===== src/rtl/video_pattern_source.sv =====
`default_nettype none
// ============================================================================
//  Module   : video_pattern_source
//  Purpose  : Avalon-ST video packet source for a 12-bit RGB444 pixel stream.
//             Emits complete IMG_WIDTH x IMG_HEIGHT frames in raster order,
//             with sop/eop framing. Downstream backpressure is honoured, and
//             an idle gap of GAP_CYCLES is inserted between frames.
//  Ports    : clk, rst_n          - clock, asynchronous active-low reset
//             enable              - level request for continuous frames
//             pattern_sel[1:0]    - 0 grey, 1 colour bars, 2 ramp, 3 checker
//             ready_in            - downstream ready (readyLatency 0)
//             valid_out, startofpacket_out, endofpacket_out, data_out[11:0]
//             frame_done          - one-cycle pulse after the eop transfer
//             frame_count[7:0]    - completed frames, wraps 255 -> 0
//  Revision : 1.0 - initial release
// ============================================================================
module video_pattern_source #(
  parameter int IMG_WIDTH  = 320,
  parameter int IMG_HEIGHT = 240,
  parameter int GAP_CYCLES = 16,
  parameter int BAR_W      = 40
) (
  input  logic        clk,
  input  logic        rst_n,
  input  logic        enable,
  input  logic [1:0]  pattern_sel,
  input  logic        ready_in,
  output logic        valid_out,
  output logic        startofpacket_out,
  output logic        endofpacket_out,
  output logic [11:0] data_out,
  output logic        frame_done,
  output logic [7:0]  frame_count
);

  localparam int XW = (IMG_WIDTH  > 1) ? $clog2(IMG_WIDTH)  : 1;
  localparam int YW = (IMG_HEIGHT > 1) ? $clog2(IMG_HEIGHT) : 1;
  localparam int BW = (BAR_W      > 1) ? $clog2(BAR_W)      : 1;
  localparam int GW = (GAP_CYCLES > 0) ? $clog2(GAP_CYCLES + 1) : 1;

  localparam logic [XW-1:0] c_x_last   = XW'(IMG_WIDTH - 1);
  localparam logic [YW-1:0] c_y_last   = YW'(IMG_HEIGHT - 1);
  localparam logic [BW-1:0] c_bar_last = BW'(BAR_W - 1);
  localparam logic [GW-1:0] c_gap_load = GW'(GAP_CYCLES);

  localparam logic [1:0] c_st_idle   = 2'd0;
  localparam logic [1:0] c_st_stream = 2'd1;
  localparam logic [1:0] c_st_gap    = 2'd2;

  logic [1:0]    r_state, w_nstate;
  logic [XW-1:0] r_x, w_nx;
  logic [YW-1:0] r_y, w_ny;
  logic [BW-1:0] r_bcnt, w_nbcnt;   // pixel position inside the current bar
  logic [2:0]    r_bidx, w_nbidx;   // colour bar index
  logic [1:0]    r_pat, w_npat;
  logic [GW-1:0] r_gap, w_ngap;

  logic          w_last;
  logic          w_start;
  logic          w_eop_xfer;
  logic [3:0]    w_level;
  logic          w_cx;
  logic          w_cy;
  logic [11:0]   w_pix;
  logic          w_nvalid;

  // Next-state and next-position logic. Outputs are registered from the
  // next-position values so the presented pixel always matches (x, y).
  always_comb begin
    w_last     = (r_x == c_x_last) && (r_y == c_y_last);
    w_eop_xfer = (r_state == c_st_stream) && ready_in && w_last;
    w_start    = 1'b0;
    w_nstate   = r_state;
    w_nx       = r_x;
    w_ny       = r_y;
    w_nbcnt    = r_bcnt;
    w_nbidx    = r_bidx;
    w_npat     = r_pat;
    w_ngap     = r_gap;

    case (r_state)
      c_st_idle: begin
        w_start = enable;
      end
      c_st_stream: begin
        if (ready_in) begin
          if (w_last) begin
            if (GAP_CYCLES == 0) begin
              // No gap: the gap-exit decision is taken at the eop edge.
              w_start  = enable;
              w_nstate = c_st_idle;
            end else begin
              w_nstate = c_st_gap;
              w_ngap   = c_gap_load;
            end
          end else if (r_x == c_x_last) begin
            w_nx    = '0;
            w_ny    = r_y + YW'(1);
            w_nbcnt = '0;
            w_nbidx = 3'd0;
          end else begin
            w_nx = r_x + XW'(1);
            if (r_bcnt == c_bar_last) begin
              w_nbcnt = '0;
              w_nbidx = r_bidx + 3'd1;
            end else begin
              w_nbcnt = r_bcnt + BW'(1);
            end
          end
        end
      end
      c_st_gap: begin
        // Counter was loaded with GAP_CYCLES; leaving on the edge where it
        // reads 1 keeps valid_out low for exactly GAP_CYCLES cycles.
        if (r_gap <= GW'(1)) begin
          w_start  = enable;
          w_nstate = c_st_idle;
        end else begin
          w_ngap = r_gap - GW'(1);
        end
      end
      default: begin
        w_nstate = c_st_idle;
      end
    endcase

    if (w_start) begin
      w_nstate = c_st_stream;
      w_nx     = '0;
      w_ny     = '0;
      w_nbcnt  = '0;
      w_nbidx  = 3'd0;
      w_npat   = pattern_sel;
    end
  end

  // Pixel generator driven by the next presented position.
  always_comb begin
    w_level  = 4'(w_nx >> 4);
    w_cx     = 1'(w_nx >> 3);
    w_cy     = 1'(w_ny >> 3);
    w_nvalid = (w_nstate == c_st_stream);
    case (w_npat)
      2'd0: w_pix = 12'h56A;
      2'd1: begin
        case (w_nbidx)
          3'd0:    w_pix = 12'hFFF;
          3'd1:    w_pix = 12'hFF0;
          3'd2:    w_pix = 12'h0FF;
          3'd3:    w_pix = 12'h0F0;
          3'd4:    w_pix = 12'hF0F;
          3'd5:    w_pix = 12'hF00;
          3'd6:    w_pix = 12'h00F;
          default: w_pix = 12'h000;
        endcase
      end
      2'd2:    w_pix = {w_level, w_level, w_level};
      default: w_pix = (w_cx ^ w_cy) ? 12'hFFF : 12'h000;
    endcase
  end

  always_ff @(posedge clk or negedge rst_n) begin
    if (!rst_n) begin
      r_state           <= c_st_idle;
      r_x               <= '0;
      r_y               <= '0;
      r_bcnt            <= '0;
      r_bidx            <= 3'd0;
      r_pat             <= 2'd0;
      r_gap             <= '0;
      valid_out         <= 1'b0;
      startofpacket_out <= 1'b0;
      endofpacket_out   <= 1'b0;
      data_out          <= 12'h000;
      frame_done        <= 1'b0;
      frame_count       <= 8'd0;
    end else begin
      r_state           <= w_nstate;
      r_x               <= w_nx;
      r_y               <= w_ny;
      r_bcnt            <= w_nbcnt;
      r_bidx            <= w_nbidx;
      r_pat             <= w_npat;
      r_gap             <= w_ngap;
      valid_out         <= w_nvalid;
      startofpacket_out <= w_nvalid && (w_nx == '0) && (w_ny == '0);
      endofpacket_out   <= w_nvalid && (w_nx == c_x_last) && (w_ny == c_y_last);
      data_out          <= w_nvalid ? w_pix : 12'h000;
      frame_done        <= w_eop_xfer;
      if (w_eop_xfer) begin
        frame_count <= frame_count + 8'd1;
      end
    end
  end

endmodule
`default_nettype wire


===== config.mk =====
export PLATFORM = sky130hd
export DESIGN_NAME = video_pattern_source
export DESIGN_NICKNAME = d
export VERILOG_FILES = /design/src/rtl/video_pattern_source.sv
export SDC_FILE = /design/constraint.sdc
export NUM_CORES = 1
export LEC_CHECK = 0
export BUFFER_PORTS_ARGS = -buffer_cell sky130_fd_sc_hd__buf_2
export CELL_PAD_IN_SITES_DETAIL_PLACEMENT = 0
export CELL_PAD_IN_SITES_GLOBAL_PLACEMENT = 2
export CORE_UTILIZATION = 37
export DETAILED_ROUTE_END_ITERATION = 10
export GPL_TIMING_DRIVEN = 0
export PLACE_DENSITY = 0.81
export RECOVER_POWER = 25
export SLEW_MARGIN = 25
export SYNTH_ARGS = -nofsm -noshare
export SYNTH_HDL_FRONTEND = slang
export SYNTH_SLANG_ARGS = --single-unit

===== constraint.sdc =====
create_clock -name clk -period 3.85 [get_ports clk]
set_clock_uncertainty 0.2 [all_clocks]
set_input_delay 0.77 -clock clk [delete_from_list [all_inputs] [get_ports clk]]
set_output_delay 0.77 -clock clk [all_outputs]
set_load 0.01 [all_outputs]

== Yosys cells after proc, flatten, opt, wreduce, memory -nomap -nowiden ==
Index checks and enable logic that the tools add are counted.
W data, S select, Z words.

* Output and inout bits: 24
* Input port bits: 6
* Flip-flop bits (word level): 59
* Word-level logic and storage cells: 96

* Magnitude comparators: 1
* Muxes and demuxes: 38
* Add/subtract/negate cells: 6
* Reduce and logical (&&, ||, !) cells: 17
* Equality and inequality tests: 20
* Bitwise operators: 1

{| class="wikitable"
|+ Operators by type and width
! cell !! number
|-
| $pmux W12 S7 || 1
|-
| $mux W9 || 5
|-
| $mux W8 || 5
|-
| $mux W6 || 6
|-
| $pmux W12 S3 || 1
|-
| $mux W12 || 2
|-
| $eq A9 B9 Y1 const B || 2
|-
| $mux W3 || 6
|-
| $add A8 B1 Y8 const B || 2
|-
| $eq A8 B8 Y1 const B || 2
|-
| $mux W5 || 3
|-
| $mux W2 || 5
|-
| $pmux W5 S2 || 1
|-
| $add A9 B1 Y9 const B || 1
|-
| $eq A3 B3 Y1 const B || 3
|-
| $logic_not A9 Y1 || 1
|-
| $logic_not A8 Y1 || 1
|-
| $logic_and A1 B1 Y1 || 7
|-
| $add A6 B1 Y6 const B || 1
|-
| $eq A2 B1 Y1 const B || 3
|-
| $eq A3 B2 Y1 const B || 2
|-
| $eq A6 B6 Y1 const B || 1
|-
| $ne A2 B2 Y1 const B || 3
|-
| $pmux W2 S3 || 1
|-
| 14 further kinds || 18
|}

== Logic depth before layout (Yosys ltp) ==
Gate-level depths: netlist of run 1.

* Word-level depth: 11
* Gate-level depth with buffers: 12
* Depth with buffers taken out: 9

== Least setup slack after synthesis of run 1 ==
No wires, ideal clock.

* Path type: flip-flop to flip-flop
* Start point: register r_y[0]
* End point: register data_out[7]
* Required time: 3.508 ns
* Path buffers: 2
* Data arrival time: 2.431 ns
* Library setup time: 0.142 ns
* Stages on the path, launching flop included: 11
* Path slack: 1.077 ns
* Clock period less this slack: 2.773 ns
* Path through: dfrtp_1 ha_1 and3_1 and3b_1 buf_2 or4_1 and2_0 o41a_1 o31ai_2 buf_6 a211oi_1

* Longest elaborated chain between the ends: 10
* Elaborated cells on any way between the ends: 33
* Those cells by class: 1 x add/sub; 8 x eq/ne; 21 x mux; 1 x bitwise; 2 x reduce/logical

{| class="wikitable"
|+ RTL lines
! item !! line !! RTL
|-
| start: declaration || 52 || <nowiki>logic [YW-1:0] r_y, w_ny;</nowiki>
|-
| start signal: assignment || 180 || <nowiki>r_y <= w_ny;</nowiki>
|-
| $add A8 B1 Y8 or $eq A8 B8 Y1 (tied branches) || 98, 70 ||
|-
| $mux W8 or $logic_and A1 B1 Y1 (tied branches) || 96, 70 ||
|-
| $mux W8, or another cell as far along || 87 || <nowiki>if (w_last) begin</nowiki>
|-
| $mux W8, or another cell as far along || 86 || <nowiki>if (ready_in) begin</nowiki>
|-
| $mux W8, or another cell as far along || 81 || <nowiki>case (r_state)</nowiki>
|-
| $mux W8, or another cell as far along || 127 || <nowiki>if (w_start) begin</nowiki>
|-
| $xor A1 B1 Y1, or another cell as far along || 158 || <nowiki>default: w_pix = (w_cx ^ w_cy) ? 12'hFFF : 12'h000;</nowiki>
|-
| $mux W12 or $pmux W12 S7 (tied branches) || 158, 146 ||
|-
| $pmux W12 S3 || 143 || <nowiki>case (w_npat)</nowiki>
|-
| $mux W12 (*) || 188 || <nowiki>data_out <= w_nvalid ? w_pix : 12'h000;</nowiki>
|-
| end signal: assignment || 188 ||
|-
| end: declaration || 31 || <nowiki>output logic [11:0] data_out,</nowiki>
|}

Mark *: on every way between the ends. The rest lies on a longest branch, timed or not.
A chain may end at the register's enable or synchronous reset.

== Worst setup path after layout of run 1 ==
* Start point: register r_x[0]
* End point: register endofpacket_out

* Longest elaborated chain between the ends: 9
* Elaborated cells on any way between the ends: 22
* Those cells by class: 1 x add/sub; 4 x eq/ne; 14 x mux; 3 x reduce/logical

{| class="wikitable"
|+ RTL lines
! item !! line !! RTL
|-
| start: declaration || 51 || <nowiki>logic [XW-1:0] r_x, w_nx;</nowiki>
|-
| start signal: assignment || 179 || <nowiki>r_x <= w_nx;</nowiki>
|-
| $add A9 B1 Y9 or $eq A9 B9 Y1 (tied branches) || 102, 70, 96 ||
|-
| $mux W9 or $logic_and A1 B1 Y1 (tied branches) || 96, 70 ||
|-
| $mux W9 or $mux W2 (tied branches) || 87 ||
|-
| $mux W9 or $mux W2 (tied branches) || 86 ||
|-
| $mux W9 or $pmux W2 S3 (tied branches) || 81 ||
|-
| $mux W9 or $mux W2 (tied branches) || 127 ||
|-
| $eq A9 B9 Y1 or $eq A2 B1 Y1 (tied branches) || 187, 142 ||
|-
| $logic_and A1 B1 Y1 || 187 || <nowiki>endofpacket_out <= w_nvalid && (w_nx == c_x_last) && (w_ny == c_y_last);</nowiki>
|-
| $logic_and A1 B1 Y1 (*) || 187 ||
|-
| end signal: assignment || 187 ||
|-
| end: declaration || 30 || <nowiki>output logic endofpacket_out,</nowiki>
|}

Marked as above.

==> flow_metrics.tcl, run 1 <==
set metrics [dict create \
    worstSetupPathType "reg2reg" \
    max_freq_mhz 306 \
    io_pins 30 \
    synth_area_leaders "dfrtp_1 49%, xnor2_1 4.4%, nor2_1 4.0%" \
    track_usage 0.187 \
    status "complete, no violations" \
    layout.nets 357 \
    die_y_um 91.8 \
    drt_wl_total_um 7150 \
    antenna_left 0 \
    required_ns 3.86 \
    synth_top_area_cell "dfrtp_1" \
    worstSetupStartpoint "r_x[0]$_DFF_PN0_" \
    grt_pass1_vias 2359 \
    final_cells 450 \
    die-area_um2 8420 \
    synth_ff_type "dfrtp_1" \
    hold_start "frame_count[7]$_DFFE_PN0P_" \
    die_x_um 91.8 \
    syn_area_um2 2980 \
    min_period_ns 3.27 \
    via_count 2392 \
    ys_seq_area_frac 0.495 \
    io_buffers 29 \
    grt_max_degree 60 \
    drcViolationCount 0 \
    post_drt_wl_per_cell_um 15.9 \
    vdd_drop_max_mv 0.201 \
    cts.path.max_buffers 2 \
    reg2reg_depth 9 \
    via_per_inst 5.32 \
    finalSetupViolCount 0 \
    hpwl_um 5090 \
    nFillCells 760 \
    use_met1 0.251 \
    rsz0062_at_grt "false" \
    diodes 0 \
    ys_seq_elements 59 \
    ys_async_sr_fraction 1.00 \
    initial_utilization 0.384 \
    grt_pass1_wl_um 11800 \
    antenna_found_initial 0 \
    clk_pin_slew_ns 0.07 \
    synth_common_cells "59 x dfrtp_1, 32 x nor2_1, 30 x nand2_1" \
    drt-pass1-iter-count 4 \
    power_leakage_nw 1.58 \
    yosysMostFrequentCell "dfrtp_1" \
    yosys_warnings 0 \
    use_met2 0.292 \
    crit_arrival_ns 3.28 \
    insertion_delay_ns 0.34 \
    whs_ns 0.283 \
    htreeDepth 3 \
    ctsResizeCount 0 \
    yosysUniqueCellTypes 55 \
    powerDensity_nw_per_um2 551 \
    final_max_slew_viol_count 0 \
    r2r-start "r_x[0]$_DFF_PN0_" \
    tightest_slew_ns 1.47 \
    synth_edf_count 0 \
    synth_top_area_frac 0.495 \
    finalHoldViolations 0 \
    cts_tree "built" \
    drtIter0Drc 111 \
    postPlaceCellArea_um2 3260 \
    drive_gt1_frac 0.178 \
    holdPathStages 1 \
    syn-num-nets 317 \
    met3_usage 0.0547 \
    syn_to_final_growth_pct 18.2 \
    postCtsSetupRepairBufs 0 \
    cts.sinks 59 \
    fin_crit_sh 0.850 \
    core_um2 7770 \
    hold_class "reg2reg" \
    root_buffer "clkbuf_8" \
    dp_cells 435 \
    fin_area_um2 3520 \
    ctsHoldBuffers 0 \
    gp_congestion 0.793 \
    start_kind "register" \
    crit_fanout 10 \
    end_kind "register" \
    max_slew_margin 0.0180 \
    setup_tns_ns 0 \
    avgSynthCellArea_um2 9.81 \
    grt-busiest-layer "met2" \
    grt_overflow_total 0 \
    rows 32 \
    syn_inst 304 \
    max_cap_violations 0 \
    numCtsBuffers 9 \
]
[report_power, final]
group	switching [W]	internal [W]	total, W
clock network	0.000244	0.000508	0.000753
registers	0.0000522	0.000727	0.000779
logic	0.000250	0.000162	0.000412
[cells in the final DEF (no fill, tap or decap), types with 2 or more instances in the layout]
cell type  instances
a211oi_1           7
a21oi_1           20
a31oi_1            4
and3_1             3
and3b_1            2
and4_1             3
buf_1              2
buf_2             32
buf_4              3
bufinv_16          4
clkbuf_8          10
dfrtp_1           59
ha_1               7
inv_1             11
mux2i_1            5
nand2_1           30
nand2b_1           4
nand3_1           11
nand3b_1           2
nand4_1            6
nand4b_1           2
nor2_1            32
nor2b_1            4
nor3_1             4
nor3b_1            4
nor4_1             9
o21ai_0           12
o31ai_1            4
or3_1              6
xnor2_1           15
xor2_1             3
[critical path, cell delays in order, from the launching register on]
cell	delay (ns)
dfrtp_1	0.42
ha_1	0.28
and4_1	0.21
buf_4	0.16
nand2_1	0.21
o21ai_2	0.48
nand2_1	0.14
a2111oi_0	0.42
nand4b_1	0.21
nor4_1	0.41
[metrics by stage]
stage | total power [W] | worst slack, ns | util
3_3_place_gp | 0.00120 | 0.586 | 0.419
4_1_cts | 0.00196 | 0.595 | 0.453
5_1_grt | 0.00205 | 0.358 | 0.454
2_1_floorplan | 0.00105 | 1.08 | -
6_report | 0.00194 | 0.579 | 0.454
3_5_place_dp | 0.00120 | 0.580 | 0.419
[area by class of cell]
| type | instances | area [um2] | share of cell area |
|---|---|---|---|
| clock buffer | 10 | 138 | 0.0390 |
| tap | 102 | 128 | 0.0362 |
| buffer | 11 | 65.1 | 0.0185 |
| inverter | 12 | 45.0 | 0.0128 |
| multi-input combinational | 222 | 1400 | 0.398 |
| clock inverter | 5 | 125 | 0.0355 |
| sequential | 59 | 1480 | 0.419 |
| timing repair buffer | 29 | 145 | 0.0412 |
[flip-flops by register name, indices dropped and copies added, names as in the netlist]
register and cells:
data_out 12, valid_out 1, r_bidx 3, frame_done 1
startofpacket_out 1, r_x 9, frame_count 8, r_pat 2
r_bcnt 6, r_gap 5, endofpacket_out 1, r_state 2
r_y 8
[metal layers]
metal / routed length, um / vias up
li1: - / 1174
met1: 3510 / 1185
met2: 3360 / 29
met3: 219 / 4
met4: 61 / 0
met5: 0 / -
[cell families (layout without fill, tap and decap cells)]
family / count (synthesis) / count (layout) / synth area share
AND/OR/NAND/NOR: 130 / 130 / 0.231
adder cells (fa/ha/maj): 7 / 7 / 0.0294
XOR/XNOR: 18 / 18 / 0.0529
multiplexers: 6 / 6 / 0.0206
flip-flops: 59 / 59 / 0.495
buffers and inverters: 23 / 67 / 0.0369
AO/OA/AOI/OAI: 61 / 61 / 0.134
[worst paths after layout]
path / to / slack [ns]
max in group asynchronous: startofpacket_out$_DFF_PN0_ / 1.98
min in group asynchronous: frame_count[5]$_DFFE_PN0P_ / 0.58
worst max-delay path: endofpacket_out$_DFF_PN0_ / 0.58
worst min-delay path: frame_count[7]$_DFFE_PN0P_ / 0.28
worst max register to register: endofpacket_out$_DFF_PN0_ / 0.58
worst min register to register: frame_count[7]$_DFFE_PN0P_ / 0.28
(Power assumes the default switching activity.)
==> inputs of run 2 (changes only) <==
--- a/config.mk
+++ b/config.mk
@@ -5,13 +5,14 @@
 export SDC_FILE = /design/constraint.sdc
 export NUM_CORES = 1
 export LEC_CHECK = 0
+export ABC_AREA = 1
 export BUFFER_PORTS_ARGS = -buffer_cell sky130_fd_sc_hd__buf_2
 export CELL_PAD_IN_SITES_DETAIL_PLACEMENT = 0
 export CELL_PAD_IN_SITES_GLOBAL_PLACEMENT = 2
-export CORE_UTILIZATION = 37
+export CORE_UTILIZATION = 32
 export DETAILED_ROUTE_END_ITERATION = 10
 export GPL_TIMING_DRIVEN = 0
-export PLACE_DENSITY = 0.81
+export PLACE_DENSITY = 0.79
 export RECOVER_POWER = 25
 export SLEW_MARGIN = 25
 export SYNTH_ARGS = -nofsm -noshare
==> constraint.sdc (replaced) <==
create_clock -name clk -period 2.8 [get_ports clk]
set_clock_uncertainty 0.2 [all_clocks]
set_input_delay 0.56 -clock clk [delete_from_list [all_inputs] [get_ports clk]]
set_output_delay 0.56 -clock clk [all_outputs]
set_load 0.01 [all_outputs]
==> run 2 against run 1 <==
  * Synthesized cell count rose by 37%
  * Sequential share of layout area fell by 2.9 points
  * Combinational power rose by 110%
  * Design area rose by 7.3%
  * Wire length rose by 9.4%
  * Count of clock-buffer cells in the layout rose by 1
  * Maximum frequency rose by 29%
  * Sequential cell count did not move
  * Via count rose by 13%
==> flow_metrics.tcl, run 2 <==
set metrics [dict create \
    synth_fa_ha_area_frac 0.0266 \
    dp_cells 578 \
    fin_area_um2 3780 \
    max_slew_margin 0.277 \
    sequentialPowerShare 0.435 \
    die-area_um2 10700 \
    holdPathStages 1 \
    cts_tree "built" \
    track_usage 0.167 \
    syn_to_final_growth_pct 14.9 \
    worstSetupPathType "reg2reg" \
    diodes 0 \
    fin_ws_ns 0.260 \
    p_int_w 0.00166 \
    hold_class "reg2reg" \
    die_y_um 103 \
    synth_common_cells "93 x nand2_1, 69 x inv_1, 59 x dfrtp_1" \
    place_ws_ns 0.314 \
    grt_overflow_total 0 \
    hold_start "frame_count[7]$_DFFE_PN0P_" \
    crit_arrival_ns 2.60 \
    synth_ff_type "dfrtp_1" \
    htreeDepth 3 \
    antenna_left 0 \
    yosys_warnings 0 \
    syn-num-nets 428 \
    crit_fanout 6 \
    synth_edf_count 0 \
    postCtsSetupRepairBufs 0 \
    power_switching_w 0.00102 \
    critical-path-max-stage-delay_ns 0.38 \
    root_buffer "clkbuf_8" \
    numCtsBuffers 9 \
    grt_pass1_vias 2708 \
    hpwl_um 5870 \
    synthMuxAreaShare 0 \
    io_buffers 29 \
    p_sw_frac 0.380 \
    syn_inst 415 \
    clk_pin_slew_ns 0.07 \
    vdd_drop_max_mv 0.399 \
    rows 36 \
    synthSimpleGateAreaFrac 0.334 \
    avgSynthCellArea_um2 7.94 \
    drive_gt1_frac 0.197 \
    status "complete, no violations" \
    insertion_delay_ns 0.33 \
    max_freq_mhz 394 \
    rsz0062_at_grt "false" \
    largest_register_ffs 12 \
    start_kind "register" \
    drt-pass1-iter-count 4 \
    yosysMostFrequentCell "nand2_1" \
    tightest_slew_ns 1.08 \
    syn_area_um2 3290 \
    die_x_um 103 \
    finalHoldViolations 0 \
    synth_top_area_frac 0.448 \
    synth_top_family_by_area "simple AND/OR/NAND/NOR gates" \
    final_common_cell "nand2_1" \
    path_cells "ha_1, nand2_1, nor2_1, nand2_1, nor2_4, nand2_2, nand3_1, xor2_1, nand2_1, nor2_1, nor2_1, nor2_2" \
    powerDensity_nw_per_um2 709 \
    io_pins 30 \
    cts.sinks 59 \
    via_count 2704 \
    r2r-start "r_x[0]$_DFF_PN0_" \
    synth_top_area_cell "dfrtp_1" \
    whs_endpoint "frame_count[7]$_DFFE_PN0P_" \
    reg2reg_depth 12 \
    final_max_slew_viol_count 0 \
    rrSetupSlack_ns 0.26 \
    drtIter0Drc 79 \
    initial_utilization 0.334 \
    post_drt_wl_per_cell_um 13.1 \
    ys_seq_area_frac 0.448 \
    grt_pass1_wl_um 13400 \
    via_per_inst 4.54 \
    drcViolationCount 0 \
    min_period_ns 2.54 \
    layout.nets 470 \
    finalSetupViolCount 0 \
    setup_tns_ns 0 \
    ys_seq_elements 59 \
    fin_crit_sh 0.907 \
    grt_max_degree 41 \
    final_cells 595 \
    top_regs "data_out x12, r_x x9" \
    required_ns 2.86 \
    top_register "data_out" \
    r2r_end "data_out[5]$_DFF_PN0_" \
    power_frac_comb 0.318 \
    yosysUniqueCellTypes 34 \
    end_kind "register" \
    synth_area_leaders "dfrtp_1 45%, nand2_1 11%, inv_1 7.9%" \
    max_cap_violations 0 \
    cp_slowest_cell "dfrtp_1" \
    synth_compound_area_frac 0.0631 \
    antenna_found_initial 0 \
    core_um2 9860 \
    pwr-share-clk 0.247 \
    final_cell_mix "93 x nand2_1, 69 x inv_1, 59 x dfrtp_1" \
    power_leakage_nw 2.08 \
    synth_xor_xnor_area_share 0.0293 \
    cts.path.max_buffers 2 \
    ys_async_sr_fraction 1.00 \
    gp_congestion 0.780 \
    postPlaceCellArea_um2 3630 \
    drt_wl_total_um 7820 \
]
run 2: cell types whose count changed after synthesis, sizes merged, moves of 6 or more:
cell / delta
nor2: +28
a211oi: -7
a21oi: -11
nand2: +77
inv: +61
nand3: +29
or3: -6
nor4: -9
buf: -6
xnor2: -11
run 2: layout make-up:
cell class                      count  area, um2
Buffer                              4       41.3
Clock buffer                       11        131
Clock inverter                      5       30.0
Fill cell                        1069       6080
Inverter                           74        284
Multi-Input combinational cell    278       1490
Sequential cell                    59       1480
Tap cell                          133        166
Timing Repair Buffer               31        161
run 2: worst max-delay path by stage:
stage | slack, ns | cells past startpoint | end | startpoint
2_1_floorplan | 0.80 | 14 | data_out[1]$_DFF_PN0_ | r_x[0]$_DFF_PN0_
6_report | 0.26 | 12 | data_out[5]$_DFF_PN0_ | r_x[0]$_DFF_PN0_
5_1_grt | 0.07 | 12 | data_out[5]$_DFF_PN0_ | r_x[1]$_DFF_PN0_
3_5_place_dp | 0.31 | 12 | data_out[1]$_DFF_PN0_ | r_x[0]$_DFF_PN0_
3_3_place_gp | 0.27 | 12 | data_out[9]$_DFF_PN0_ | r_x[1]$_DFF_PN0_
4_1_cts | 0.28 | 12 | data_out[5]$_DFF_PN0_ | r_x[0]$_DFF_PN0_
run 2: cells by family (layout without fill, tap and decap cells):
group                    after synthesis  after routing
adder cells (fa/ha/maj)                7              7
AO/OA/AOI/OAI                         35             35
AND/OR/NAND/NOR                      225            225
flip-flops                            59             59
buffers and inverters                 78            125
XOR/XNOR                              11             11
run 2: through the flow:
stage	power, W	hold WS, ns	util
finish	0.00268	0.279	0.383
global route	0.00290	0.319	0.383
CTS	0.00273	0.281	0.386
detailed placement	0.00203	0.261	0.368
global placement	0.00203	0.262	0.365
floorplan	0.00176	0.0644	-
run 2: critical path, delay by kind of cell, from the launching register on:
kind / cells / cell delay (ns)
xor gates and xnor gates: 1 / 0.25
adders and majority gates: 1 / 0.24
DFF: 1 / 0.38
and+or+nand+nor: 10 / 1.40
run 2: power groups by stage:
stage          clock network, W  registers (W)  logic (W)
3_3_place_gp                  0        0.00118   0.000853
3_5_place_dp                  0        0.00117   0.000858
6_report               0.000662        0.00117   0.000851
5_1_grt                0.000728        0.00120   0.000981
2_1_floorplan                 0        0.00120   0.000557
4_1_cts                0.000688        0.00117   0.000870
run 2: timing repair:
item,in CTS,in global routing
hold endpoints to repair,19,0
endpoints found under the setup margin,0,0
hold buffers,1,0
gates resized for setup,0,0
run 2: metal layers:
layer	routed length (um)	vias to the layer above	global-route usage
met1	4010	1263	0.231
li1	-	1385	-
met4	94	0	0.0488
met2	3430	47	0.260
met5	0	-	0
met3	289	9	0.0403
